## src/rtl/button_event_decoder.sv

```systemverilog
// button_event_decoder
//
// Turns debounced, active-high button levels into SHORT/LONG press events.
// Each press is classified by a per-button hold FSM. The event is parked in a
// pending flag and then pushed, one per cycle, into a small FIFO. The FIFO is
// drained by the control-unit FSM over a valid/ready handshake.
//
// Ports:
//   clk        system clock
//   rst        asynchronous, active-high reset
//   btn_level  debounced button levels (1 = pressed), synchronous to clk
//   evt_ready  consumer takes the head event when high together with evt_valid
//   evt_valid  FIFO non-empty; evt_code is valid
//   evt_code   [IDX_W] = type (0 SHORT, 1 LONG), [IDX_W-1:0] = button index
//   overflow   sticky; set when an event is lost to a pending-flag collision
module button_event_decoder #(
    parameter int unsigned NUM_BTN     = 4,
    parameter int unsigned LONG_CYCLES = 12_000_000,
    parameter int unsigned CNT_W       = 24,
    parameter int unsigned FIFO_DEPTH  = 4,
    parameter int unsigned IDX_W       = $clog2(NUM_BTN)
) (
    input  logic               clk,
    input  logic               rst,
    input  logic [NUM_BTN-1:0] btn_level,
    input  logic               evt_ready,
    output logic               evt_valid,
    output logic [IDX_W:0]     evt_code,
    output logic               overflow
);

    localparam int unsigned        PTR_W    = $clog2(FIFO_DEPTH);
    localparam logic [CNT_W-1:0]   LAST_CNT = CNT_W'(LONG_CYCLES - 1);
    localparam logic [PTR_W:0]     FULL_CNT = (PTR_W+1)'(FIFO_DEPTH);

    typedef enum logic [1:0] {
        ST_IDLE,
        ST_HELD,
        ST_LONG
    } state_e;

    // Input stage and edge detection
    logic [NUM_BTN-1:0] lvl_q, prev_q, rise, fall;

    // Per-button hold FSMs
    state_e             st_q  [NUM_BTN];
    state_e             st_d  [NUM_BTN];
    logic [CNT_W-1:0]   cnt_q [NUM_BTN];
    logic [CNT_W-1:0]   cnt_d [NUM_BTN];
    logic [NUM_BTN-1:0] raise_s, raise_l;

    // Pending flags and sticky overflow
    logic [NUM_BTN-1:0] pend_s_q, pend_s_d, pend_l_q, pend_l_d;
    logic [NUM_BTN-1:0] grant_s, grant_l;
    logic               ovf_q, ovf_d;

    // Event FIFO
    logic [IDX_W:0]     mem_q [FIFO_DEPTH];
    logic [PTR_W-1:0]   wr_q, rd_q;
    logic [PTR_W:0]     fill_q;
    logic               full, empty, push, pop;
    logic [IDX_W:0]     push_code;

    assign rise  = lvl_q & ~prev_q;
    assign fall  = ~lvl_q & prev_q;
    assign full  = (fill_q == FULL_CNT);
    assign empty = (fill_q == '0);
    assign pop   = !empty && evt_ready;

    assign evt_valid = !empty;
    assign evt_code  = mem_q[rd_q];
    assign overflow  = ovf_q;

    // Hold FSM next state. A fall wins over the threshold, so a release on
    // the threshold cycle is still a SHORT press.
    always_comb begin
        raise_s = '0;
        raise_l = '0;
        for (int unsigned i = 0; i < NUM_BTN; i++) begin
            st_d[i]  = st_q[i];
            cnt_d[i] = cnt_q[i];
            unique case (st_q[i])
                ST_IDLE: begin
                    if (rise[i]) begin
                        st_d[i]  = ST_HELD;
                        cnt_d[i] = '0;
                    end
                end
                ST_HELD: begin
                    if (fall[i]) begin
                        raise_s[i] = 1'b1;
                        st_d[i]    = ST_IDLE;
                    end else if (cnt_q[i] == LAST_CNT) begin
                        raise_l[i] = 1'b1;
                        st_d[i]    = ST_LONG;
                    end else begin
                        cnt_d[i] = cnt_q[i] + CNT_W'(1);
                    end
                end
                ST_LONG: begin
                    if (fall[i]) begin
                        st_d[i] = ST_IDLE;
                    end
                end
                default: st_d[i] = ST_IDLE;
            endcase
        end
    end

    // Arbiter: lowest button first, SHORT before LONG for the same button.
    // A push into a full FIFO is allowed when the head is popped that cycle.
    always_comb begin
        grant_s   = '0;
        grant_l   = '0;
        push      = 1'b0;
        push_code = '0;
        if (!full || pop) begin
            for (int unsigned i = 0; i < NUM_BTN; i++) begin
                if (!push) begin
                    if (pend_s_q[i]) begin
                        grant_s[i] = 1'b1;
                        push       = 1'b1;
                        push_code  = {1'b0, IDX_W'(i)};
                    end else if (pend_l_q[i]) begin
                        grant_l[i] = 1'b1;
                        push       = 1'b1;
                        push_code  = {1'b1, IDX_W'(i)};
                    end
                end
            end
        end
    end

    // Pending flags. A flag granted this cycle is already on its way into the
    // FIFO, so a new event of the same kind may take its place without loss.
    always_comb begin
        pend_s_d = pend_s_q & ~grant_s;
        pend_l_d = pend_l_q & ~grant_l;
        ovf_d    = ovf_q;
        for (int unsigned i = 0; i < NUM_BTN; i++) begin
            if (raise_s[i]) begin
                if (pend_s_d[i]) ovf_d = 1'b1;
                pend_s_d[i] = 1'b1;
            end
            if (raise_l[i]) begin
                if (pend_l_d[i]) ovf_d = 1'b1;
                pend_l_d[i] = 1'b1;
            end
        end
    end

    always_ff @(posedge clk or posedge rst) begin
        if (rst) begin
            lvl_q    <= '0;
            prev_q   <= '0;
            pend_s_q <= '0;
            pend_l_q <= '0;
            ovf_q    <= 1'b0;
            wr_q     <= '0;
            rd_q     <= '0;
            fill_q   <= '0;
            for (int unsigned i = 0; i < NUM_BTN; i++) begin
                st_q[i]  <= ST_IDLE;
                cnt_q[i] <= '0;
            end
            for (int unsigned j = 0; j < FIFO_DEPTH; j++) begin
                mem_q[j] <= '0;
            end
        end else begin
            lvl_q    <= btn_level;
            prev_q   <= lvl_q;
            pend_s_q <= pend_s_d;
            pend_l_q <= pend_l_d;
            ovf_q    <= ovf_d;
            for (int unsigned i = 0; i < NUM_BTN; i++) begin
                st_q[i]  <= st_d[i];
                cnt_q[i] <= cnt_d[i];
            end
            if (push) begin
                mem_q[wr_q] <= push_code;
                wr_q        <= wr_q + PTR_W'(1);
            end
            if (pop) begin
                rd_q <= rd_q + PTR_W'(1);
            end
            if (push && !pop) begin
                fill_q <= fill_q + (PTR_W+1)'(1);
            end else if (pop && !push) begin
                fill_q <= fill_q - (PTR_W+1)'(1);
            end
        end
    end

endmodule

```

## config.mk

```make
export PLATFORM = sky130hd
export DESIGN_NAME = button_event_decoder
export DESIGN_NICKNAME = d
export VERILOG_FILES = /design/src/rtl/button_event_decoder.sv
export SDC_FILE = /design/constraint.sdc
export NUM_CORES = 1
export LEC_CHECK = 0
export CAP_MARGIN = 20
export CORE_MARGIN = 2
export CORE_UTILIZATION = 55
export DETAILED_ROUTE_END_ITERATION = 10
export PLACE_DENSITY = 0.71
export REMOVE_ABC_BUFFERS = 1
export SYNTH_ARGS = -nofsm -noshare
export SYNTH_HDL_FRONTEND = slang
export SYNTH_SLANG_ARGS = --single-unit
```

## constraint.sdc

```tcl
create_clock -name clk -period 4.9 [get_ports clk]
set_clock_uncertainty 0.2 [all_clocks]
set_input_delay 0.98 -clock clk [delete_from_list [all_inputs] [get_ports clk]]
set_output_delay 0.98 -clock clk [all_outputs]
set_load 0.05 [all_outputs]
```

==> impl_metrics.ini, run 1 <==
[floorplanning]
dieArea_um2 = 14400
die_w_um = 120
core_area_um2 = 13200
start_util_pct = 56.3
placementRows = 42
die_h_um = 120
boundaryPins = 12

[logic_synthesis]
synth_edf_count = 0
avgSynthCellArea_um2 = 9.58
synth_seq_cells = 140
ys_types = 69
ys_seq_area_share_pct = 47.2
synthArstFlopShare_pct = 100
synth_area_um2 = 7430
synth_cells = 775
ys_warn_count = 0
synth_top_flop_cell = dfrtp_1

[sta]
finalHoldViolCount = 0
period_needed_ps = 3370
final.period_utilization_pct = 68.7
maxSlewViolCount = 0
setup_tns_ps = 0
slew_headroom_pct = 39.6
tightestPinTransition_ps = 903
worst_hold_slack_ps = 234
rsz0062_at_grt = false
fmax_mhz = 297
setup_viol = 0

[global_route]
overflow = 0
grt_pass1_vias = 5870
grt_max_degree = 117
track_usage_pct = 24.1
grt_antenna_before_repair = 0
grt_pass1_wl_um = 28300

[worst_setup_path]
cp.arrival_ps = 2190
crit_required_ps = 3720
cp-end-kind = output pin
worstPathMaxFanout = 5
startpoint_type = flip-flop
path_class = flip-flop to output pin

[outcome]
status = finished, final reports clean

[cts]
root_buffer = clkbuf_16
postCtsHoldBufs = 0
clkSinkCount = 140
clockBufferDepth = 2
htree_levels = 4
cts-resized-gates = 0
clkTransAtPathRegs_ps = 60
insertion_delay_ps = 430
cts_buffers = 17
post-cts-setup-buffers = 0
tritoncts = done

[placement]
place_congestion = 0.854
dpl_cell_area_um2 = 7740
port_buffers = 11
hpwl_um = 11000

[flow_run]
maxCapViolCount = 0

[power_and_ir_drop]
clock_power_share_pct = 37.6
powerDensity_nw_per_um2 = 377
p_leak_nw = 3.54
p_sw_w = 0.000954
swShare_pct = 30.4
pwr-share-comb_pct = 17.9
intPower_w = 0.00218
power.share.sequential_pct = 44.4
peakVddDrop_mv = 0.263

[route]
drt_iter0_markers = 578
ant_nets = 0
wl_per_cell_um = 16.5
top_layer = met4
wl_met1_um = 7430
vias = 6099
drt_first_pass_iters = 5
routed-wl-met2_um = 8000
wl_met3_um = 544
via_per_inst = 6.22
drt_wl_total_um = 16200
route.detailed.drc = 0

[cells_and_area]
drive_above_1_share_pct = 10.1
design_area_um2 = 8320
final_util_pct = 63.0
fin_nets = 808
syn_to_final_growth_pct = 12.0
num_antenna_cells = 0

[worst_hold_path]
hp-class = flip-flop to flip-flop
-- kinds of logic after synthesis --
kind of cell             share of synthesized area (%)
AND/OR/NAND/NOR                                   27.7
AO/OA/AOI/OAI                                     12.9
flip-flops                                        47.2
buffers and inverters                             2.22
XOR/XNOR                                          4.48
multiplexers                                      3.59
adder cells (fa/ha/maj)                           1.94
-- per-layer routing --
metal	track usage (%)	vias up
met1	32.8	3052
met5	0	-
met4	7.13	0
met3	5.47	19
met2	38.9	116
li1	-	2912
-- layout make-up --
cell class | count | area (um2)
clock inverters | 13 | 93.8
inverters | 19 | 76.3
well taps | 176 | 220
clock buffers | 19 | 453
flip-flops and latches | 140 | 3500
fillers | 1036 | 4870
multi-input cells | 592 | 3760
repair buffers | 21 | 205
-- layout by cell type (no fill, tap or decap), types with 18 or more instances in the layout --
cell type and n:
o21ai_0 31, or3_1 33, nor2_1 63, nand3_1 43, xor2_1 25, nand4_1 33
nand2b_1 18, dfrtp_1 140, nand2_1 73, or4_1 19, a21oi_1 41
-- worst paths after layout --
check	start	end	slack [ps]	cells after the start
max reg2reg	pend_s_q[1]	fill_q[1]	2040	7
max in group asynchronous	rst	cnt_q[40]	2910	4
min reg2reg	lvl_q[2]	prev_q[2]	230	0
min in group asynchronous	rst	cnt_q[64]	660	2
min	lvl_q[2]	prev_q[2]	230	0
max	rd_q[0]	evt_code[0]	1530	2
-- power by group through the flow --
stage | logic [W] | registers, W | clock network [W]
3_5_place_dp | 0.000562 | 0.00141 | 0
3_3_place_gp | 0.000535 | 0.00140 | 0
2_1_floorplan | 0.000411 | 0.00139 | 0
6_report | 0.000562 | 0.00139 | 0.00118
5_1_grt | 0.000623 | 0.00141 | 0.00125
4_1_cts | 0.000564 | 0.00139 | 0.00120
-- critical path, cell delays in order, from the launching register on --
cell and delay (ps):
dfrtp_1 480, mux4_2 550, clkdlybuf4s50_1 720
-- stage by stage --
stage / instances / setup slack, ps / power (W)
after floorplan: 751 / -32.9 / 0.00180
after global placement: 947 / 1320 / 0.00194
after detailed placement: 947 / 1200 / 0.00197
after CTS: 979 / 1520 / 0.00316
after global routing: 980 / 1480 / 0.00329
final: 980 / 1530 / 0.00314
-- Yosys cell counts (17+ instances only) --
cell type / instances / area share (%)
o21ai_0: 31 / 2.1
a21oi_1: 41 / 2.8
dfrtp_1: 140 / 47
or4_1: 19 / 1.9
inv_1: 17 / 0.86
nor2_1: 63 / 3.2
xor2_1: 25 / 2.9
or3_1: 33 / 2.8
clkbuf_1: 20 / 1.0
nand4_1: 33 / 2.8
nand2_1: 73 / 3.7
nand2b_1: 18 / 1.5
nand3_1: 43 / 2.9
-- state kept, by name (all words and copies together) (netlist names) --
signal	cells
cnt_q	96
mem_q	12
st_q	8
lvl_q	4
pend_l_q	4
pend_s_q	4
prev_q	4
fill_q	3
rd_q	2
wr_q	2
overflow	1
Note: power is estimated with default switching activity, not from simulation.
==> run 2: changes to the inputs <==
Settings changed: PLACE_DENSITY 0.71 to 0.68.
Clock period 4.9 ns to 3.42 ns, I/O delays scaled along.
==> run 2 against run 1 <==
Design area up 0.18%. Sequential share of layout area is 0.076 points lower. Flip-flop and latch count unchanged. Sequential power up 44%. Clock power grew 45%. Combinational power is 44% higher. Largest cell class unchanged. Critical path depth unchanged. Core utilization is 0.11 points higher. Register-to-register slack worse by 1500 ps. Die area did not move. Global-route usage decreased by 0.61 points.
==> impl_metrics.ini, run 2 (synthesized netlist as in run 1, its figures left out) <==
[route]
wl_per_cell_um = 16.0
route.detailed.drc = 0
drt_iter0_markers = 415
ant_nets = 0
drt_wl_total_um = 15700
via_per_inst = 6.04
drt_first_pass_iters = 5
vias = 5930

[sta]
slew_headroom_pct = 50.3
maxSlewViolCount = 0
final.period_utilization_pct = 89.0
tightestPinTransition_ps = 739
setup_viol = 0
setup_tns_ps = 0
finalHoldViolCount = 0
period_needed_ps = 3040
fmax_mhz = 328
rsz0062_at_grt = false

[floorplanning]
die_h_um = 120
dieArea_um2 = 14400
start_util_pct = 56.3
placementRows = 42
core_area_um2 = 13200
boundaryPins = 12
die_w_um = 120

[cells_and_area]
syn_to_final_growth_pct = 12.2
top_register = cnt_q
design_area_um2 = 8330
num_antenna_cells = 0
final_util_pct = 63.2
biggestRegsByFlops = cnt_q: 96 flops, mem_q: 12 flops, st_q: 8 flops
mostFrequentLayoutCell = dfrtp_1
fin_nets = 811
largest_reg_flops = 96
drive_above_1_share_pct = 9.80
final_cell_mix = 140 x dfrtp_1, 73 x nand2_1, 63 x nor2_1
n_fill_cell = 1101

[cts]
tritoncts = done
insertion_delay_ps = 420
postCtsHoldBufs = 0
cts_buffers = 17
cts-resized-gates = 0
root_buffer = clkbuf_16
htree_levels = 4
clkTransAtPathRegs_ps = 50
clockBufferDepth = 2
clkSinkCount = 140
post-cts-setup-buffers = 0

[worst_setup_path]
cp-end-kind = output pin
path_class = flip-flop to output pin
startpoint_type = flip-flop
worstPathMaxFanout = 5
cp.arrival_ps = 2160
crit_required_ps = 2540

[global_route]
overflow = 0
grt_pass1_wl_um = 27500
track_usage_pct = 23.5
grt_pass1_vias = 5813
grt_antenna_before_repair = 0
grt_max_degree = 61

[power_and_ir_drop]
clock_power_share_pct = 37.9
swShare_pct = 28.8
pwr-share-comb_pct = 17.9
total_power_w = 0.00451
p_sw_w = 0.00130
p_leak_nw = 3.56
intPower_w = 0.00321
peakVddDrop_mv = 0.505
powerDensity_nw_per_um2 = 541
power.share.sequential_pct = 44.2

[placement]
place_congestion = 0.836
port_buffers = 11
dpl_cell_area_um2 = 7780
hpwl_um = 10900

[outcome]
status = finished, final reports clean

[flow_run]
maxCapViolCount = 0

[worst_hold_path]
hp-class = flip-flop to flip-flop
-- run 2: changes by cell type in the layout (fill, tap and decap cells not counted) --
| cell | delta |
|---|---|
| clkinvlp_4 | -2 |
| clkbuf_1 | +4 |
| buf_4 | +3 |
| buf_16 | -1 |
| buf_12 | +1 |
| clkbuf_8 | +1 |
| bufinv_16 | +1 |
| clkinv_4 | -3 |
| inv_6 | -2 |
-- run 2: final timing paths --
path / depth (start not counted) / slack (ps) / to / startpoint
hold reg to reg: 0 / 220 / prev_q[2] / lvl_q[2]
max in group asynchronous: 3 / 1840 / cnt_q[76] / rst
hold / removal: 0 / 220 / prev_q[2] / lvl_q[2]
setup / recovery: 2 / 380 / evt_code[0] / rd_q[0]
min in group asynchronous: 2 / 480 / cnt_q[66] / rst
setup reg to reg: 7 / 530 / fill_q[1] / pend_s_q[1]
-- run 2: final cells by class --
type	count	area, um2	area share, %
clock buffers	24	482	5.78
clock inverters	7	65.1	0.781
inverters	19	76.3	0.916
multi-input cells	592	3760	45.2
flip-flops and latches	140	3500	42.1
well taps	176	220	2.64
repair buffers	24	220	2.64
-- run 2: power groups by stage --
stage               clock (W)  combinational, W  sequential (W)
finish                0.00171          0.000807         0.00200
global route          0.00182          0.000892         0.00202
CTS                   0.00175          0.000812         0.00199
detailed placement          0          0.000811         0.00202
global placement            0          0.000775         0.00201
floorplan                   0          0.000589         0.00199
-- run 2: layer usage --
metal	vias to the layer above	part of all wire, %	track usage, %
met4	0	1.7	7.50
met1	2892	48	32.3
met2	93	47	37.6
met5	-	0	0
li1	2922	-	-
met3	23	3.0	5.05
-- run 2: worst max-delay path, cell delays in order (launching register included) --
cell and delay (ps):
dfrtp_1 480, mux4_2 540, clkdlybuf4s50_1 710
-- run 2: stage by stage --
| step | setup slack [ps] | std cells | hold WS [ps] |
|---|---|---|---|
| after CTS | 352 | 982 | 222 |
| after detailed placement | 216 | 951 | 211 |
| after global placement | 291 | 951 | 209 |
| after global routing | 317 | 982 | 240 |
| final | 376 | 982 | 217 |
| after floorplan | -1220 | 751 | 174 |
==> run 3: changes to the inputs <==
Settings changed: PLACE_DENSITY 0.68 to 0.7.
==> run 3 against run 2 <==
Non-clock buffer count is 1 higher. Critical path depth unchanged. Highest routed layer unchanged. Flip-flop and latch count is the same. Largest cell class unchanged. Via count grew 1.5%. Register-to-register slack is essentially flat. Sequential share of layout area down 0.35 points. Setup slack gained 16 ps. Die area unchanged.
==> impl_metrics.ini, run 3 (synthesized netlist as in run 1, its figures left out) <==
[outcome]
status = finished, final reports clean

[cts]
cts-resized-gates = 0
clkSinkCount = 140
cts_buffers = 17
root_buffer = clkbuf_16
tritoncts = done
postCtsHoldBufs = 0
clkTransAtPathRegs_ps = 60
post-cts-setup-buffers = 0
htree_levels = 4
insertion_delay_ps = 420
clockBufferDepth = 2

[worst_setup_path]
cp-end-kind = output pin
worst_path_largest_cell_delay_ps = 710
critPathSlowestCell = clkdlybuf4s50_1
path_class = flip-flop to output pin
startpoint_type = flip-flop
cp.arrival_ps = 2140
worstPathMaxFanout = 5
critPathBufInv = 1
crit_required_ps = 2540
cp_top_family = buffers and inverters
crit_chain = mux4_2 -> clkdlybuf4s50_1

[placement]
place_congestion = 0.878
port_buffers = 11
hpwl_um = 10800
dp.cells = 952

[worst_hold_path]
hp-class = flip-flop to flip-flop

[power_and_ir_drop]
swShare_pct = 28.1
p_sw_w = 0.00131
p_leak_nw = 3.59
total_power_w = 0.00467
powerDensity_nw_per_um2 = 556
pwr-share-comb_pct = 17.1
peakVddDrop_mv = 0.400
intPower_w = 0.00336
clock_power_share_pct = 40.2
power.share.sequential_pct = 42.7

[floorplanning]
dieArea_um2 = 14400
boundaryPins = 12
placementRows = 42
die_w_um = 120
die_h_um = 120
start_util_pct = 56.3
core_area_um2 = 13200

[sta]
period_needed_ps = 3030
finalHoldViolCount = 0
tightestPinTransition_ps = 716
setup_viol = 0
setup_tns_ps = 0
rsz0062_at_grt = false
final.period_utilization_pct = 88.5
worst_hold_slack_ps = 241
maxSlewViolCount = 0
slew_headroom_pct = 52.1
fmax_mhz = 330

[cells_and_area]
mostFrequentLayoutCell = dfrtp_1
instances_no_fill = 983
final_cell_mix = 140 x dfrtp_1, 73 x nand2_1, 63 x nor2_1
num_antenna_cells = 0
top_register = cnt_q
largest_reg_flops = 96
fin_nets = 812
drive_above_1_share_pct = 10.4
syn_to_final_growth_pct = 13.1
final_util_pct = 63.7
biggestRegsByFlops = cnt_q: 96 flops, mem_q: 12 flops, st_q: 8 flops

[global_route]
grt_max_degree = 71
track_usage_pct = 22.9
grt_antenna_before_repair = 0
overflow = 0
grt_pass1_vias = 5708
grt_pass1_wl_um = 26800

[route]
via_per_inst = 6.12
vias = 6017
drt_first_pass_iters = 7
drt_wl_total_um = 15500
drt_iter0_markers = 368
route.detailed.drc = 0
ant_nets = 0
wl_per_cell_um = 15.8

[flow_run]
maxCapViolCount = 0
run 3: area by class of cell:
cell class / count / area, um2
tap: 176 / 220
inverter: 19 / 76.3
clock inverter: 11 / 143
sequential: 140 / 3500
fill: 1098 / 4790
multi-input combinational: 592 / 3760
clock buffer: 20 / 467
timing repair buffer: 25 / 228
run 3: through the flow:
step,setup slack (ps),cell area (um2)
floorplan,-1220,7330
finish,392,8400
detailed placement,182,7790
global placement,304,7790
global route,314,8400
CTS,374,8400
run 3: path summary, 6_finish.rpt:
check	start	to	slack [ps]	depth (start not counted)
setup / recovery	rd_q[0]	evt_code[0]	390	2
hold reg to reg	lvl_q[2]	prev_q[2]	240	0
hold / removal	lvl_q[2]	prev_q[2]	240	0
max in group asynchronous	rst	cnt_q[19]	1790	3
min in group asynchronous	rst	cnt_q[64]	520	2
setup reg to reg	pend_s_q[1]	fill_q[1]	530	7
run 3: layer usage:
metal / part of all wire, % / GRT usage, % / up-vias
li1: - / - / 2924
met1: 47 / 31.1 / 2965
met2: 49 / 36.6 / 109
met3: 3.1 / 5.14 / 19
met4: 1.2 / 7.35 / 0
met5: 0 / 0 / -
run 3: power by group through the flow:
stage | combinational, W | sequential, W | clock [W]
2_1_floorplan | 0.000589 | 0.00199 | 0
3_3_place_gp | 0.000774 | 0.00201 | 0
3_5_place_dp | 0.000810 | 0.00202 | 0
4_1_cts | 0.000810 | 0.00199 | 0.00192
5_1_grt | 0.000892 | 0.00202 | 0.00199
6_report | 0.000801 | 0.00199 | 0.00188
